==> config.mk <==
export PLATFORM = sky130hd
export DESIGN_NAME = mem_arbiter_flat
export DESIGN_NICKNAME = d
export VERILOG_FILES = /design/src/rtl/mem_arb_pkg.sv /design/src/rtl/mem_arbiter_if.sv /design/src/rtl/lsu_align.sv /design/src/rtl/mem_arbiter.sv /design/src/flat_wrapper.sv
export SDC_FILE = /design/constraint.sdc
export NUM_CORES = 1
export LEC_CHECK = 0
export CAP_MARGIN = 20
export CORE_MARGIN = 2
export CORE_UTILIZATION = 44
export CTS_CLUSTER_DIAMETER = 40
export DETAILED_ROUTE_END_ITERATION = 8
export PLACE_DENSITY = 0.79
export SLEW_MARGIN = 20
export SYNTH_ARGS = -nofsm -noshare
export SYNTH_HDL_FRONTEND = slang
export SYNTH_SLANG_ARGS = --single-unit
==> constraint.sdc <==
create_clock -name clk -period 2.75 [get_ports clk]
set_input_delay 0.55 -clock clk [delete_from_list [all_inputs] [get_ports clk]]
set_output_delay 0.55 -clock clk [all_outputs]
set_load 0.1 [all_outputs]
==> src/rtl/mem_arb_pkg.sv <==
// Shared types and constants for the instruction/data RAM arbiter.
package mem_arb_pkg;

   localparam int unsigned XLEN             = 32;
   localparam int unsigned DEF_TIMEOUT      = 16;
   localparam int unsigned DEF_MAX_D_GRANTS = 4;

   typedef enum logic [1:0] {IDLE, ISSUE, WAIT, RESP} arb_state_e;
   typedef enum logic {FETCH, DATA} owner_e;

   localparam logic [2:0] F3_LB  = 3'd0;
   localparam logic [2:0] F3_LH  = 3'd1;
   localparam logic [2:0] F3_LW  = 3'd2;
   localparam logic [2:0] F3_LBU = 3'd4;
   localparam logic [2:0] F3_LHU = 3'd5;
   localparam logic [2:0] F3_SB  = 3'd0;
   localparam logic [2:0] F3_SH  = 3'd1;
   localparam logic [2:0] F3_SW  = 3'd2;

   // One registered RAM command.
   typedef struct packed {
      logic            we;
      logic [XLEN-1:0] addr;
      logic [3:0]      be;
      logic [XLEN-1:0] wdata;
   } mem_cmd_t;

endpackage

==> src/rtl/mem_arbiter_if.sv <==
// Fetch, data and RAM signals of the arbiter; slave = arbiter side, master = core/RAM side.
interface mem_arbiter_if;
   import mem_arb_pkg::*;

   logic            if_req_valid;
   logic [XLEN-1:0] if_req_addr;
   logic            if_rsp_valid;
   logic [XLEN-1:0] if_rsp_data;
   logic            if_trap;
   logic            d_req_valid;
   logic            d_req_we;
   logic [2:0]      d_req_func3;
   logic [XLEN-1:0] d_req_addr;
   logic [XLEN-1:0] d_req_wdata;
   logic            d_rsp_valid;
   logic [XLEN-1:0] d_rsp_rdata;
   logic            d_trap;
   logic            stall;
   logic            mem_req;
   logic            mem_we;
   logic [XLEN-1:0] mem_addr;
   logic [3:0]      mem_be;
   logic [XLEN-1:0] mem_wdata;
   logic            mem_rvalid;
   logic [XLEN-1:0] mem_rdata;

   modport slave (
      input  if_req_valid, if_req_addr, d_req_valid, d_req_we, d_req_func3,
             d_req_addr, d_req_wdata, mem_rvalid, mem_rdata,
      output if_rsp_valid, if_rsp_data, if_trap, d_rsp_valid, d_rsp_rdata,
             d_trap, stall, mem_req, mem_we, mem_addr, mem_be, mem_wdata
   );

   modport master (
      output if_req_valid, if_req_addr, d_req_valid, d_req_we, d_req_func3,
             d_req_addr, d_req_wdata, mem_rvalid, mem_rdata,
      input  if_rsp_valid, if_rsp_data, if_trap, d_rsp_valid, d_rsp_rdata,
             d_trap, stall, mem_req, mem_we, mem_addr, mem_be, mem_wdata
   );

endinterface

==> src/rtl/lsu_align.sv <==
// Byte-lane handling: store shift/enables and legality from func3/addr, load extract/extend.
module lsu_align
   import mem_arb_pkg::*;
(
   input  logic            we,
   input  logic [2:0]      func3,
   input  logic [1:0]      addr_lo,
   input  logic [XLEN-1:0] wdata,
   output logic [3:0]      be,
   output logic [XLEN-1:0] wdata_sh,
   output logic            illegal,
   output logic            misaligned,
   input  logic [2:0]      ld_func3,
   input  logic [1:0]      ld_addr_lo,
   input  logic [XLEN-1:0] rdata,
   output logic [XLEN-1:0] rdata_ext
);

   logic [XLEN-1:0] word;

   // Store lanes: narrow data is replicated so the byte enables pick the lane.
   always_comb begin
      be       = 4'hF;
      wdata_sh = wdata;
      case (func3)
         F3_SB: begin
            be       = 4'(4'b0001 << addr_lo);
            wdata_sh = {4{wdata[7:0]}};
         end
         F3_SH: begin
            be       = 4'(4'b0011 << addr_lo);
            wdata_sh = {2{wdata[15:0]}};
         end
         default: ;
      endcase
      illegal    = we ? (func3 > F3_SW) : ((func3 == 3'd3) || (func3 > F3_LHU));
      misaligned = (((func3 == F3_LH) || (func3 == F3_LHU)) && addr_lo[0]) ||
                   ((func3 == F3_LW) && (addr_lo != 2'b00));
   end

   always_comb begin
      word = rdata >> {ld_addr_lo, 3'b000};
      case (ld_func3)
         F3_LB:   rdata_ext = {{24{word[7]}}, word[7:0]};
         F3_LH:   rdata_ext = {{16{word[15]}}, word[15:0]};
         F3_LBU:  rdata_ext = {24'h0, word[7:0]};
         F3_LHU:  rdata_ext = {16'h0, word[15:0]};
         default: rdata_ext = word;
      endcase
   end

endmodule

==> src/rtl/mem_arbiter.sv <==
// Serialises instruction fetch and data load/store onto one RAM port, with traps and core stall.
module mem_arbiter
   import mem_arb_pkg::*;
#(
   parameter int unsigned TIMEOUT      = DEF_TIMEOUT,
   parameter int unsigned MAX_D_GRANTS = DEF_MAX_D_GRANTS
) (
   input logic          clk,
   input logic          rst,
   mem_arbiter_if.slave bus
);

   localparam int unsigned TMO_W = $clog2(TIMEOUT + 1);
   localparam int unsigned GNT_W = $clog2(MAX_D_GRANTS + 1);
   localparam logic [TMO_W-1:0] TMO_MAX = TMO_W'(TIMEOUT);
   localparam logic [GNT_W-1:0] GNT_MAX = GNT_W'(MAX_D_GRANTS);

   arb_state_e      state_q, state_d;
   owner_e          owner_q, owner_d;
   logic [GNT_W-1:0] gnt_q, gnt_d;
   logic [TMO_W-1:0] tmo_q, tmo_d;
   mem_cmd_t        cmd_q, cmd_d;
   logic            req_q, req_d;
   logic            st_q, st_d;
   logic [2:0]      f3_q, f3_d;
   logic [1:0]      lo_q, lo_d;
   logic            i_vld_q, i_vld_d, i_trap_q, i_trap_d;
   logic            d_vld_q, d_vld_d, d_trap_q, d_trap_d;
   logic [XLEN-1:0] i_data_q, i_data_d, d_data_q, d_data_d;

   logic [3:0]      be_c;
   logic [XLEN-1:0] wdata_c, ld_ext_c;
   logic            illegal_c, misaligned_c, d_win_c;

   lsu_align u_lsu_align (
      .we         (bus.d_req_we),
      .func3      (bus.d_req_func3),
      .addr_lo    (bus.d_req_addr[1:0]),
      .wdata      (bus.d_req_wdata),
      .be         (be_c),
      .wdata_sh   (wdata_c),
      .illegal    (illegal_c),
      .misaligned (misaligned_c),
      .ld_func3   (f3_q),
      .ld_addr_lo (lo_q),
      .rdata      (bus.mem_rdata),
      .rdata_ext  (ld_ext_c)
   );

   // Data wins unless fetch has already waited through MAX_D_GRANTS data grants.
   assign d_win_c = bus.d_req_valid && (!bus.if_req_valid || (gnt_q != GNT_MAX));

   always_comb begin
      state_d  = state_q;
      owner_d  = owner_q;
      gnt_d    = gnt_q;
      tmo_d    = tmo_q;
      cmd_d    = cmd_q;
      req_d    = 1'b0;
      st_d     = st_q;
      f3_d     = f3_q;
      lo_d     = lo_q;
      i_vld_d  = 1'b0;
      i_trap_d = 1'b0;
      i_data_d = i_data_q;
      d_vld_d  = 1'b0;
      d_trap_d = 1'b0;
      d_data_d = d_data_q;
      unique case (state_q)
         IDLE: begin
            if (d_win_c) begin
               owner_d = DATA;
               if (bus.if_req_valid && (gnt_q != GNT_MAX)) gnt_d = gnt_q + GNT_W'(1);
               st_d = bus.d_req_we;
               f3_d = bus.d_req_func3;
               lo_d = bus.d_req_addr[1:0];
               if (illegal_c || misaligned_c) begin
                  state_d  = RESP;
                  d_vld_d  = 1'b1;
                  d_trap_d = 1'b1;
                  d_data_d = '0;
               end else begin
                  state_d     = ISSUE;
                  req_d       = 1'b1;
                  cmd_d.we    = bus.d_req_we;
                  cmd_d.addr  = {bus.d_req_addr[XLEN-1:2], 2'b00};
                  cmd_d.be    = bus.d_req_we ? be_c : 4'hF;
                  cmd_d.wdata = bus.d_req_we ? wdata_c : '0;
               end
            end else if (bus.if_req_valid) begin
               owner_d = FETCH;
               gnt_d   = '0;
               if (bus.if_req_addr[1:0] != 2'b00) begin
                  state_d  = RESP;
                  i_vld_d  = 1'b1;
                  i_trap_d = 1'b1;
                  i_data_d = '0;
               end else begin
                  state_d     = ISSUE;
                  req_d       = 1'b1;
                  cmd_d.we    = 1'b0;
                  cmd_d.addr  = {bus.if_req_addr[XLEN-1:2], 2'b00};
                  cmd_d.be    = 4'hF;
                  cmd_d.wdata = '0;
               end
            end
         end
         ISSUE: begin
            state_d = WAIT;
            tmo_d   = '0;
         end
         WAIT: begin
            if (bus.mem_rvalid) begin
               state_d = RESP;
               if (owner_q == FETCH) begin
                  i_vld_d  = 1'b1;
                  i_data_d = bus.mem_rdata;
               end else begin
                  d_vld_d  = 1'b1;
                  d_data_d = st_q ? '0 : ld_ext_c;
               end
            end else if (tmo_q == TMO_MAX) begin
               state_d = RESP;
               if (owner_q == FETCH) begin
                  i_vld_d  = 1'b1;
                  i_trap_d = 1'b1;
                  i_data_d = '0;
               end else begin
                  d_vld_d  = 1'b1;
                  d_trap_d = 1'b1;
                  d_data_d = '0;
               end
            end else begin
               tmo_d = tmo_q + TMO_W'(1);
            end
         end
         RESP:    state_d = IDLE;
         default: state_d = IDLE;
      endcase
   end

   always_ff @(posedge clk) begin
      if (rst) begin
         state_q  <= IDLE;
         owner_q  <= FETCH;
         gnt_q    <= '0;
         tmo_q    <= '0;
         cmd_q    <= '0;
         req_q    <= 1'b0;
         st_q     <= 1'b0;
         f3_q     <= '0;
         lo_q     <= '0;
         i_vld_q  <= 1'b0;
         i_trap_q <= 1'b0;
         i_data_q <= '0;
         d_vld_q  <= 1'b0;
         d_trap_q <= 1'b0;
         d_data_q <= '0;
      end else begin
         state_q  <= state_d;
         owner_q  <= owner_d;
         gnt_q    <= gnt_d;
         tmo_q    <= tmo_d;
         cmd_q    <= cmd_d;
         req_q    <= req_d;
         st_q     <= st_d;
         f3_q     <= f3_d;
         lo_q     <= lo_d;
         i_vld_q  <= i_vld_d;
         i_trap_q <= i_trap_d;
         i_data_q <= i_data_d;
         d_vld_q  <= d_vld_d;
         d_trap_q <= d_trap_d;
         d_data_q <= d_data_d;
      end
   end

   assign bus.if_rsp_valid = i_vld_q;
   assign bus.if_rsp_data  = i_data_q;
   assign bus.if_trap      = i_trap_q;
   assign bus.d_rsp_valid  = d_vld_q;
   assign bus.d_rsp_rdata  = d_data_q;
   assign bus.d_trap       = d_trap_q;
   assign bus.mem_req      = req_q;
   assign bus.mem_we       = cmd_q.we;
   assign bus.mem_addr     = cmd_q.addr;
   assign bus.mem_be       = cmd_q.be;
   assign bus.mem_wdata    = cmd_q.wdata;
   assign bus.stall        = (bus.if_req_valid && !i_vld_q) || (bus.d_req_valid && !d_vld_q);

endmodule

==> src/flat_wrapper.sv <==
// flat-port wrapper written by rule: the top's interface ports become plain ports
module mem_arbiter_flat import mem_arb_pkg::*;
#(
   parameter int unsigned TIMEOUT      = DEF_TIMEOUT,
   parameter int unsigned MAX_D_GRANTS = DEF_MAX_D_GRANTS
)
  (clk, rst, bus_if_req_valid, bus_if_req_addr, bus_d_req_valid, bus_d_req_we, bus_d_req_func3, bus_d_req_addr, bus_d_req_wdata, bus_mem_rvalid, bus_mem_rdata, bus_if_rsp_valid, bus_if_rsp_data, bus_if_trap, bus_d_rsp_valid, bus_d_rsp_rdata, bus_d_trap, bus_stall, bus_mem_req, bus_mem_we, bus_mem_addr, bus_mem_be, bus_mem_wdata);
  mem_arbiter_if bus_i ();
  input logic clk;
  input logic rst;
  input wire logic [$bits(bus_i.if_req_valid)-1:0] bus_if_req_valid;
  input wire logic [$bits(bus_i.if_req_addr)-1:0] bus_if_req_addr;
  input wire logic [$bits(bus_i.d_req_valid)-1:0] bus_d_req_valid;
  input wire logic [$bits(bus_i.d_req_we)-1:0] bus_d_req_we;
  input wire logic [$bits(bus_i.d_req_func3)-1:0] bus_d_req_func3;
  input wire logic [$bits(bus_i.d_req_addr)-1:0] bus_d_req_addr;
  input wire logic [$bits(bus_i.d_req_wdata)-1:0] bus_d_req_wdata;
  input wire logic [$bits(bus_i.mem_rvalid)-1:0] bus_mem_rvalid;
  input wire logic [$bits(bus_i.mem_rdata)-1:0] bus_mem_rdata;
  output wire logic [$bits(bus_i.if_rsp_valid)-1:0] bus_if_rsp_valid;
  output wire logic [$bits(bus_i.if_rsp_data)-1:0] bus_if_rsp_data;
  output wire logic [$bits(bus_i.if_trap)-1:0] bus_if_trap;
  output wire logic [$bits(bus_i.d_rsp_valid)-1:0] bus_d_rsp_valid;
  output wire logic [$bits(bus_i.d_rsp_rdata)-1:0] bus_d_rsp_rdata;
  output wire logic [$bits(bus_i.d_trap)-1:0] bus_d_trap;
  output wire logic [$bits(bus_i.stall)-1:0] bus_stall;
  output wire logic [$bits(bus_i.mem_req)-1:0] bus_mem_req;
  output wire logic [$bits(bus_i.mem_we)-1:0] bus_mem_we;
  output wire logic [$bits(bus_i.mem_addr)-1:0] bus_mem_addr;
  output wire logic [$bits(bus_i.mem_be)-1:0] bus_mem_be;
  output wire logic [$bits(bus_i.mem_wdata)-1:0] bus_mem_wdata;
  assign bus_i.if_req_valid = bus_if_req_valid;
  assign bus_i.if_req_addr = bus_if_req_addr;
  assign bus_i.d_req_valid = bus_d_req_valid;
  assign bus_i.d_req_we = bus_d_req_we;
  assign bus_i.d_req_func3 = bus_d_req_func3;
  assign bus_i.d_req_addr = bus_d_req_addr;
  assign bus_i.d_req_wdata = bus_d_req_wdata;
  assign bus_i.mem_rvalid = bus_mem_rvalid;
  assign bus_i.mem_rdata = bus_mem_rdata;
  assign bus_if_rsp_valid = bus_i.if_rsp_valid;
  assign bus_if_rsp_data = bus_i.if_rsp_data;
  assign bus_if_trap = bus_i.if_trap;
  assign bus_d_rsp_valid = bus_i.d_rsp_valid;
  assign bus_d_rsp_rdata = bus_i.d_rsp_rdata;
  assign bus_d_trap = bus_i.d_trap;
  assign bus_stall = bus_i.stall;
  assign bus_mem_req = bus_i.mem_req;
  assign bus_mem_we = bus_i.mem_we;
  assign bus_mem_addr = bus_i.mem_addr;
  assign bus_mem_be = bus_i.mem_be;
  assign bus_mem_wdata = bus_i.mem_wdata;
  mem_arbiter #(.TIMEOUT(TIMEOUT), .MAX_D_GRANTS(MAX_D_GRANTS)) u_core (.clk(clk), .rst(rst), .bus(bus_i));
endmodule
==> reports/results.ini <==
[outcome]
status = complete, no violations

[sta]
worst_slew_pin_slew_ps = 630
skew_ps = 9.53
hold_violations = 0
tns_ps = 0
fin_ws_ps = 516
fmax_mhz = 448
relSlewSlack_pct = 58.0
finalSetupViolCount = 0
period_share_pct = 81.2
maxSlewViolCount = 0
min_period_ps = 2230
rsz0062_at_grt = false

[setup_path]
reg2reg_slack_ps = 530
critPathMaxFanout = 16
ff2ff_path_depth = 6
setup.worst_path.class = input pin to flop
worst_ep_arrival_time_ps = 2590
r2r-start = u_core.state_q[1]
cp-start-kind = input pin
r2r-end = u_core.bus.d_rsp_rdata[31]
worstPathRequired_ps = 3100
critical_path.endpoint_type = flop

[global_route]
grt_use_total_pct = 25.3
grt_pass1_vias = 6599
antenna_found_initial = 0
grt_start_max_net_pins = 67
grt-ovfl-total = 0
grt_pass1_wl_um = 35200

[pwr]
power_density_nw_per_um2 = 812
power_leakage_nw = 4.10
peakVddDrop_uv = 538
p_total_mw = 8.43

[floorplanning]
die_h_um = 131
die_w_um = 131
placement_rows = 46
core-area_um2 = 15900
dieArea_um2 = 17300
pin_count = 276
start_util_pct = 44.9

[synthesis]
synth.distinct_cells = 58
netlist_area_um2 = 7140
yosysTopAreaCell = dfxtp_1
synth_most_common_cell = dfxtp_1
synth-seq-area-share_pct = 42.9
yosysWarningCount = 0
synth_edf_count = 0
synth_flop_cell = dfxtp_1
syn_area_per_cell_um2 = 8.92
yosys-top-cells-area = dfxtp_1 (43%), mux2i_1 (6.6%), nand2_1 (4.9%)
synthTopCellsByCount = dfxtp_1 (153), nand2_1 (94), nor2_1 (81), a21oi_1 (52), mux2i_1 (47)
synth_top_area_share_pct = 42.9
ys_ff_latch = 153
async_flop_share_pct = 0
netlist_instances = 800

[final_layout]
fin_area_um2 = 10400
fill_cells = 1383
nNetsFinal = 1198
diodes = 0
syn_to_final_growth_pct = 45.5
finalNonFillerCells = 1282
drive_gt1_share_pct = 22.4

[worst_hold_path]
min_path_type = flop to flop
min_from = u_core.bus.d_rsp_rdata[12]
hold_end = u_core.bus.d_rsp_rdata[12]
hold_depth = 2

[cts]
hold_buffers = 0
clock_latency_ps = 420
numCtsBuffers = 17
clk_pin_slew_ps = 60
clockBufferDepth = 2
htreeDepth = 4
cts_resized = 0
cts_tree = done
cts_setup_buffers = 0
cts_root_buf = clkbuf_16
clock_sinks = 153

[place]
dpl.hpwl_um = 16000
dp_cells = 1250
place_worst_setup_slack_ps = 70.7
place_area_um2 = 9800
port-buffer-count = 273
gp_congestion = 0.830

[detailed_routing]
wl_per_cell_um = 17.3
routed_wl_um = 22200
first_pass_iters = 5
dr.first_iter.drc_count = 507
drt-vias-per-instance = 5.40
routed-via-count = 6927
drcViolationCount = 0
ant_nets = 0

[job]
drv_cap = 0

[metal layers]
| layer | share of wire, % | global-route usage, % | vias to the layer above |
|---|---|---|---|
| li1 | - | - | 3384 |
| met1 | 43 | 32.2 | 3240 |
| met2 | 48 | 41.3 | 261 |
| met3 | 6.4 | 7.06 | 42 |
| met4 | 2.2 | 8.64 | 0 |
| met5 | 0 | 0 | - |
[layout make-up]
class	instances	area [um^2]	share of cell area [%]
inverters	11	41.3	0.398
well taps	216	270	2.60
flip-flops and latches	153	3060	29.5
repair buffers	300	2680	25.8
clock buffers	23	468	4.51
clock inverters	9	116	1.12
multi-input cells	570	3750	36.1
[cells in the final DEF (no fill, tap or decap), types with 3 or more instances in the layout]
cell and n:
xor2_1 3, mux2_2 7, nor2_1 78, nand2b_1 36
o21ai_0 43, clkinvlp_4 4, nor3_1 5, o2bb2ai_2 10
dfxtp_1 153, nor2_2 3, nor2b_1 4, clkbuf_16 17
o21a_1 3, clkbuf_1 4, nand2_1 94, nand3_1 43
a21oi_1 51, mux2i_1 47, nand4_1 3, buf_4 158
clkdlybuf4s50_1 135, o41ai_1 6, o2bb2ai_1 6, buf_12 7
a211oi_1 4, a22o_1 16, o41ai_2 10, a311oi_1 31
nand3b_1 17, inv_1 11, o2111ai_1 7, ha_1 8
[cells by family (layout without fill, tap and decap cells)]
kind of cell	after synthesis	in the layout	share of synthesized area, %
fa+ha+maj	8	8	1.40
flops	153	153	42.9
buf+inv	78	343	4.98
compound gates	205	205	22.2
xor+xnor	3	3	0.368
mux	55	55	8.01
other cells	1	2	0.0525
simple gates	297	297	20.1
[worst max-delay path, stage by stage]
cell and delay [ps]:
clkdlybuf4s50_1 550, a221oi_2 410, o211ai_2 190, or4b_1 500, buf_4 230, o2bb2ai_1 150
[report_power, final]
| group | internal (mW) | switching, mW |
|---|---|---|
| registers | 2.44 | 0.147 |
| logic | 0.968 | 2.56 |
| clock network | 1.39 | 0.928 |
[sequential cells by signal, indices dropped and copies added (netlist names)]
name                     flops
u_core.bus.mem_req           1
u_core.tmo_q                 5
u_core.bus.mem_addr         30
u_core.bus.d_trap            1
u_core.owner_q               1
u_core.bus.d_rsp_valid       1
u_core.bus.d_rsp_rdata      32
u_core.lo_q                  2
u_core.bus.mem_we            1
u_core.bus.mem_be            4
u_core.bus.if_trap           1
u_core.st_q                  1
u_core.bus.if_rsp_data      32
u_core.bus.mem_wdata        32
u_core.gnt_q                 3
u_core.bus.if_rsp_valid      1
u_core.state_q               2
u_core.f3_q                  3
[per-stage QoR]
step	utilization [%]	hold slack (ps)
floorplan	-	449
global placement	61.7	445
detailed placement	61.7	449
CTS	65.4	457
global route	65.4	484
finish	65.4	457
[worst max path at each step]
stage,from,end,slack [ps]
final,bus_d_req_func3[2],u_core.bus.mem_wdata[10],520
after floorplan,bus_d_req_valid,bus_stall,550
after global placement,bus_d_req_func3[2],u_core.bus.mem_wdata[11],170
after global routing,bus_d_req_func3[2],u_core.bus.mem_addr[22],340
after detailed placement,bus_d_req_func3[2],u_core.bus.mem_wdata[10],70
after CTS,bus_d_req_valid,bus_stall,510
(Power assumes the default switching activity.)
